## src/rtl/cypher_stream_reader.sv

```systemverilog
// cypher_stream_reader
//   Drain side of the ciphertext collection path. On load_i in IDLE the complete ciphertext
//   buffer (and optionally the tag) is snapshotted, after which the words are streamed out one
//   per valid/ready handshake. The upstream collection register is free again as soon as the
//   snapshot is taken.
//
// Optional feature macro: CYPHER_TAG_OUT_EN
//   defined   : after the NB_BLOCKS cipher words, tag_i[127:64] then tag_i[63:0] are streamed.
//   undefined : tag_i is ignored and no tag register exists.
//
// Ports
//   clock_i   : system clock, rising edge
//   reset_i   : synchronous, active-high reset
//   load_i    : snapshot request, accepted only in IDLE
//   cypher_i  : NB_BLOCKS ciphertext words, word k at [64k+63:64k], word 0 streamed first
//   tag_i     : ASCON tag, [127:64] streamed first (only with CYPHER_TAG_OUT_EN)
//   ready_i   : downstream ready
//   data_o    : current output word
//   valid_o   : data_o holds a valid word
//   last_o    : current word is the final word of the message
//   busy_o    : high from load acceptance through the done cycle
//   done_o    : one-cycle pulse after the final transfer
module cypher_stream_reader #(
  parameter int unsigned NB_BLOCKS = 4,
  parameter int unsigned WORD_W    = 64
) (
  input  logic                        clock_i,
  input  logic                        reset_i,
  input  logic                        load_i,
  input  logic [NB_BLOCKS*WORD_W-1:0] cypher_i,
  input  logic [127:0]                tag_i,
  input  logic                        ready_i,
  output logic [WORD_W-1:0]           data_o,
  output logic                        valid_o,
  output logic                        last_o,
  output logic                        busy_o,
  output logic                        done_o
);

`ifdef CYPHER_TAG_OUT_EN
  localparam int unsigned NumWords = NB_BLOCKS + 2;
`else
  localparam int unsigned NumWords = NB_BLOCKS;
`endif
  localparam int unsigned CntW = $clog2(NumWords + 1);

  typedef enum logic [1:0] {StIdle, StStream, StDone} state_e;

  state_e                        state_q, state_d;
  logic [CntW-1:0]               cnt_q, cnt_d;
  logic [NB_BLOCKS*WORD_W-1:0]   cypher_q, cypher_d;
`ifdef CYPHER_TAG_OUT_EN
  logic [127:0]                  tag_q, tag_d;
`else
  logic                          unused_tag;
  assign unused_tag = ^tag_i;
`endif

  logic [WORD_W-1:0] words [NumWords];
  logic [WORD_W-1:0] word_sel;
  logic              accept;
  logic              xfer;
  logic              at_last;

  // Handshake terms depend only on registered state plus ready_i; valid_o never sees ready_i.
  assign accept  = (state_q == StIdle) && load_i;
  assign xfer    = (state_q == StStream) && ready_i;
  assign at_last = (cnt_q == CntW'(NumWords - 1));

  // State register and datapath registers.
  always_ff @(posedge clock_i) begin
    if (reset_i) begin
      state_q  <= StIdle;
      cnt_q    <= '0;
      cypher_q <= '0;
`ifdef CYPHER_TAG_OUT_EN
      tag_q    <= '0;
`endif
    end else begin
      state_q  <= state_d;
      cnt_q    <= cnt_d;
      cypher_q <= cypher_d;
`ifdef CYPHER_TAG_OUT_EN
      tag_q    <= tag_d;
`endif
    end
  end

  // Next-state logic.
  always_comb begin
    state_d = state_q;
    unique case (state_q)
      StIdle:   if (load_i) state_d = StStream;
      StStream: if (ready_i && at_last) state_d = StDone;
      StDone:   state_d = StIdle;
      default:  state_d = StIdle;
    endcase
  end

  // Snapshot buffer and word counter.
  always_comb begin
    cnt_d    = cnt_q;
    cypher_d = cypher_q;
`ifdef CYPHER_TAG_OUT_EN
    tag_d    = tag_q;
`endif
    if (accept) begin
      cnt_d    = '0;
      cypher_d = cypher_i;
`ifdef CYPHER_TAG_OUT_EN
      tag_d    = tag_i;
`endif
    end else if (xfer) begin
      cnt_d = cnt_q + 1'b1;
    end
  end

  // Flatten the buffer into stream order, then select the word pointed at by the counter.
  always_comb begin
    for (int k = 0; k < NB_BLOCKS; k++) begin
      words[k] = cypher_q[k*WORD_W +: WORD_W];
    end
`ifdef CYPHER_TAG_OUT_EN
    words[NB_BLOCKS]     = tag_q[127:64];
    words[NB_BLOCKS + 1] = tag_q[63:0];
`endif
  end

  always_comb begin
    word_sel = '0;
    for (int k = 0; k < NumWords; k++) begin
      if (cnt_q == CntW'(k)) word_sel = words[k];
    end
  end

  // Output logic.
  always_comb begin
    valid_o = (state_q == StStream);
    last_o  = valid_o && at_last;
    busy_o  = (state_q != StIdle);
    done_o  = (state_q == StDone);
    data_o  = valid_o ? word_sel : '0;
  end

endmodule

```

## config.mk

```make
export PLATFORM = sky130hd
export DESIGN_NAME = cypher_stream_reader
export DESIGN_NICKNAME = d
export VERILOG_FILES = /design/src/rtl/cypher_stream_reader.sv
export SDC_FILE = /design/constraint.sdc
export NUM_CORES = 1
export LEC_CHECK = 0
export ABC_AREA = 1
export CORE_AREA = 2 2 177 179
export DETAILED_ROUTE_END_ITERATION = 12
export DIE_AREA = 0 0 179 181
export PLACE_DENSITY = 0.73
export SETUP_SLACK_MARGIN = 0.1
export SLEW_MARGIN = 30
export SYNTH_ARGS = -nofsm -noshare
export SYNTH_HDL_FRONTEND = slang
export SYNTH_SLANG_ARGS = --single-unit
```

## constraint.sdc

```tcl
create_clock -name clock_i -period 2.8 [get_ports clock_i]
set_clock_uncertainty 0.1 [all_clocks]
set_input_delay 0.84 -clock clock_i [delete_from_list [all_inputs] [get_ports clock_i]]
set_output_delay 0.84 -clock clock_i [all_outputs]
set_load 0.05 [all_outputs]
```

==> After elaboration in Yosys (flattened, before gate mapping) <==
Index checks and enable logic that the tools add are counted.
Widths: inputs -> output; s select.
{ "word_totals": {"reg_bits": 261, "out_inout_bits": 68, "elab_cells": 28} }
{ "classes": {"n_addsub": 1, "eq_ne": 7, "mux": 8, "n_reduce_logical": 9} }
{ "ops": {"columns": ["operator", "count"], "rows": [
  ["$mux 64", 5],
  ["$eq 3x2->1 const B", 2],
  ["$logic_and 1x1->1", 4],
  ["$mux 2", 2],
  ["$pmux 2 s2", 1],
  ["$add 3x1->3 const B", 1],
  ["$eq 3x1->1 const B", 1],
  ["$logic_not 3->1", 1],
  ["$eq 2x1->1 const B", 1],
  ["$eq 2x2->1 const B", 1],
  ["$logic_not 2->1", 1],
  ["$ne 2x1->1 const B", 1],
  ["$ne 2x2->1 const B", 1],
  ["$reduce_and 2->1", 1],
  ["$reduce_bool 2->1", 1],
  ["$reduce_or 2->1", 1]
]} }

==> Longest topological paths before layout <==
{ "logic_depth": {"word_depth": 6, "ltp_mapped": 10} }

==> Worst setup path after synthesis <==
OpenSTA, ideal clock, no wires.
{ "synth_path": {"kind": "reg-to-output", "startpoint": "reg cnt_q[2]", "endpoint": "out data_o[54]", "arrival_time_ns": 2.203, "setup_slack_ns": -0.343, "path_stages_with_launch": 10, "n_path_buf": 4, "cell_sequence": "dfxtp_1 inv_2 buf_2 ha_1 inv_1 buf_4 buf_6 clkbuf_1 o21ai_0 a21oi_1"} }
{ "synth_via": {"elab_chain_cells": 6, "word_cells_on_any_way": 9} }
{ "synth_rtl": {"columns": ["item", "line_no", "text"], "rows": [
  ["start, declared", "50", "logic [CntW-1:0] cnt_q, cnt_d;"],
  ["start signal, assigned", "81", "cnt_q <= cnt_d;"],
  ["$logic_not 3->1", "132", "if (cnt_q == CntW'(k)) word_sel = words[k];"],
  ["$mux 64 (3 in a row)", "132", null],
  ["$mux 64 (*)", "132", null],
  ["$mux 64 (*)", "142", "data_o = valid_o ? word_sel : '0;"],
  ["end, declared", "33", "output logic [WORD_W-1:0] data_o,"]
]} }
Every way passes the cells marked *; elsewhere a longest branch is shown, timed or not.

==> Final worst setup path <==
{ "layout_path": {"startpoint": "reg cnt_q[1]", "endpoint": "out data_o[39]"} }
Same word-level chain as after synthesis.

==> impl_metrics.csv <==
group,metric,value,unit
cells_and_area,utilization,0.665,
critical_path,crit_fanout,8,
sta,holdWs,0.349,ns
floorplan,start_util,0.395,
synthesis,synthesis.nets,2121,
cells_and_area,fin_nets,2434,
power_and_ir_drop,p_sw,2.89,mW
synthesis,synth_area,0.0120,mm²
sta,relSlewSlack,0.630,
cells_and_area,nFillCells,2338,
floorplan,dieWidth,179,µm
synthesis,netlist_top_cells_area,"dfxtp_1, o21ai_0, nand3_1",
synthesis,synth_edf_count,0,
synthesis,yosysMostFrequentCell,"inv_1",
synthesis,syn_inst,1728,
cts,cts_tree,"built",
drt,drcViolationCount,0,
cts,clk_pin_slew_worst_paths,0.06,ns
status,status,"finished with violations",
placed_design,place_congestion,0.828,
floorplan,ios,456,
sta,setup_slack,-0.313,ns
critical_path,rr_startpoint,"state_q[0]$_SDFFE_PP0P_",
synthesis,synth_top_cell_area_share,0.436,
global_route,first_global_vias,12600,
drt,highest_layer,"met4",
global_route,gr-total-overflow,0,
cts,h-tree-depth,1,
placed_design,port_buffers,327,
power_and_ir_drop,combPwrFrac,0.235,
sta,slew_viol_final,0,
critical_path,crit_type,"register to primary output",
cts,clk_latency,0.53,ns
critical_path,worstPathRequired,1.86,ns
synthesis,ys_seq_area_frac,0.436,
power_and_ir_drop,p_per_area,499,mW/mm²
synthesis,ys_types,20,
power_and_ir_drop,swShare,0.287,
power_and_ir_drop,p_total,10.1,mW
power_and_ir_drop,internal_power,7.18,mW
power_and_ir_drop,p_leak,7.96,nW
drt,drt_iter0_drc,1107,
drt,viasPerCell,5.35,
cts,cts-root-buf,"clkbuf_16",
sta,tns,-16.72,ns
synthesis,synth_top_area_cell,"dfxtp_1",
critical_path,cp-start-kind,"register",
cts,ctsLongestPathBuffers,3,
sta,fmax,0.321,GHz
global_route,grt_use_total,0.254,
power_and_ir_drop,vdd_drop_max,474,µV
synthesis,synth_flop_cell,"dfxtp_1",
power_and_ir_drop,clock_power_share,0.354,
drt,wl_met2,22500,µm
floorplan,dieArea,0.0324,mm²
hold_path,hp-class,"register to register",
hold_path,holdPathStages,2,
sta,rsz0062_at_grt,"yes",
critical_path,r2r_slack,1.23,ns
critical_path,r2r_end,"cypher_q[142]$_SDFFE_PP0P_",
sta,finalSetupViolCount,64,
sta,tightest_slew,0.557,ns
drt,ant_nets,0,
sta,hold_viol,0,
drt,vias,13100,
critical_path,arrival,2.17,ns
global_route,grt_pass1_wl,65700,µm
sta,fin_crit,3.11,ns
synthesis,ys_ff_latch,261,
synthesis,ys.warnings.count,0,
sta,fin_crit_sh,1.11,
power_and_ir_drop,seq_power_share,0.411,
global_route,grt_max_degree,111,
drt,routed-wl-met3,3190,µm
cts,cts_buffers,28,
drt,routed_wl,45900,µm
synthesis,avgSynthCellArea,6.93,µm²
critical_path,worstSetupEndpointType,"primary output",
cells_and_area,area_growth,68.6,%
placed_design,dp_hpwl,26700,µm
cells_and_area,drive_above_1_share,0.236,
floorplan,fp.coreArea,0.0303,mm²
synthesis,ys_async_sr_fraction,0,
synthesis,netlist_top_cells_count,"inv_1, o21ai_0, dfxtp_1, nand3_1, a21oi_1",
floorplan,die_y,181,µm
drt,wire_per_inst,18.7,µm
cts,clkSinkCount,261,
floorplan,row_count,64,
hold_path,whs_endpoint,"cypher_q[131]$_SDFFE_PP0P_",
critical_path,rr_worst_depth,6,
hold_path,hold_start,"cypher_q[131]$_SDFFE_PP0P_",
job,max_cap_viol_count,0,
drt,wl_met1,18200,µm
status,violations,"negative setup slack",
cts,ctsHoldBuffers,0,
global_route,antenna_found_initial,8,
drt,dr.pass1.iters,5,
-- layout make-up --
cell class | count | area [µm²] | area share
Multi-Input combinational cell | 991 | 6620 | 0.328
Timing Repair Buffer | 426 | 5670 | 0.281
Sequential cell | 261 | 5230 | 0.259
Inverter | 331 | 1270 | 0.0630
Clock buffer | 41 | 821 | 0.0407
Tap cell | 396 | 495 | 0.0245
Clock inverter | 3 | 40.0 | 0.00198
Timing Repair inverter | 2 | 20.0 | 0.000992
Antenna cell | 8 | 20.0 | 0.000992
-- layout by cell type, fill, tap and decap left out, types with 7 or more instances in the layout --
cell             count
inv_1              302
clkdlybuf4s50_1    259
dfxtp_1            258
o21ai_0            250
nand3_1            180
a21oi_1            129
buf_12             100
o21ai_1             97
nand2_1             81
a21oi_4             61
nand3_2             60
clkbuf_16           40
nand2_2             39
o21ai_2             28
inv_2               23
nand2_4             22
buf_4               20
nand3_4             19
buf_6               12
buf_8               11
buf_16              10
diode_2              8
o21ai_4              7
clkbuf_1             7
-- worst max-delay path: stages (launching register included) --
cell and delay, ns:
dfxtp_4 0.39, buf_6 0.11, ha_4 0.15, nand2_8 0.10, buf_12 0.17, buf_8 0.15, o21ai_1 0.14, inv_1 0.09
a21oi_4 0.16, buf_12 0.15
-- stage by stage --
step | std cells | area (µm²) | setup WS, ns
4_1_cts | 2427 | 18900 | -0.301
3_5_place_dp | 2358 | 17100 | 0.0477
6_report | 2459 | 20200 | -0.313
5_1_grt | 2459 | 20200 | -0.375
3_3_place_gp | 2358 | 17100 | 0.0972
2_1_floorplan | 1728 | 12700 | -0.0177
-- power groups by stage --
stage | combinational, mW | sequential, mW | clock, mW
3_5_place_dp | 2.02 | 4.21 | 0
4_1_cts | 2.17 | 4.13 | 3.60
3_3_place_gp | 1.99 | 4.19 | 0
2_1_floorplan | 1.12 | 4.18 | 0
5_1_grt | 2.54 | 4.17 | 3.76
6_report | 2.37 | 4.14 | 3.57
-- what timing repair did --
action | in CTS | in global routing
buffers inserted | 15 | 8
pin swaps | 31 | 63
hold endpoints to repair | 0 | 0
resized for setup | 158 | 236
endpoints found under the setup margin | 66 | 65
cloned | 10 | 16
-- layer usage --
layer | vias up | track usage
li1 | 6259 | -
met1 | 6204 | 0.312
met2 | 556 | 0.428
met5 | - | 0
met4 | 0 | 0.123
met3 | 127 | 0.0427
-- flip-flops by register name, indices dropped and copies added, names as in the netlist --
| name | cells |
|---|---|
| cnt_q | 3 |
| cypher_q | 256 |
| state_q | 2 |
-- worst max path at each step --
| stage | from | end | slack [ns] |
|---|---|---|---|
| 6_report | cnt_q[1]$_SDFFE_PP0P_ | data_o[39] | -0.31 |
| 5_1_grt | cnt_q[1]$_SDFFE_PP0P_ | data_o[39] | -0.37 |
| 4_1_cts | cnt_q[1]$_SDFFE_PP0P_ | data_o[3] | -0.30 |
| 3_5_place_dp | cnt_q[0]$_SDFFE_PP0P_ | data_o[15] | 0.05 |
| 3_3_place_gp | cnt_q[0]$_SDFFE_PP0P_ | data_o[30] | 0.1 |
| 2_1_floorplan | cnt_q[2]$_SDFFE_PP0P_ | data_o[62] | -0.02 |
-- kinds of logic (layout without fill, tap and decap cells) --
kind of cell,after synthesis,after routing,synth area share
adder cells (fa/ha/maj),5,5,0.00522
flip-flops,261,261,0.436
AND/OR/NAND/NOR,412,412,0.158
AO/OA/AOI/OAI,574,574,0.240
other,0,8,0
buffers and inverters,476,803,0.161
Note: power is estimated with default switching activity, not from simulation.
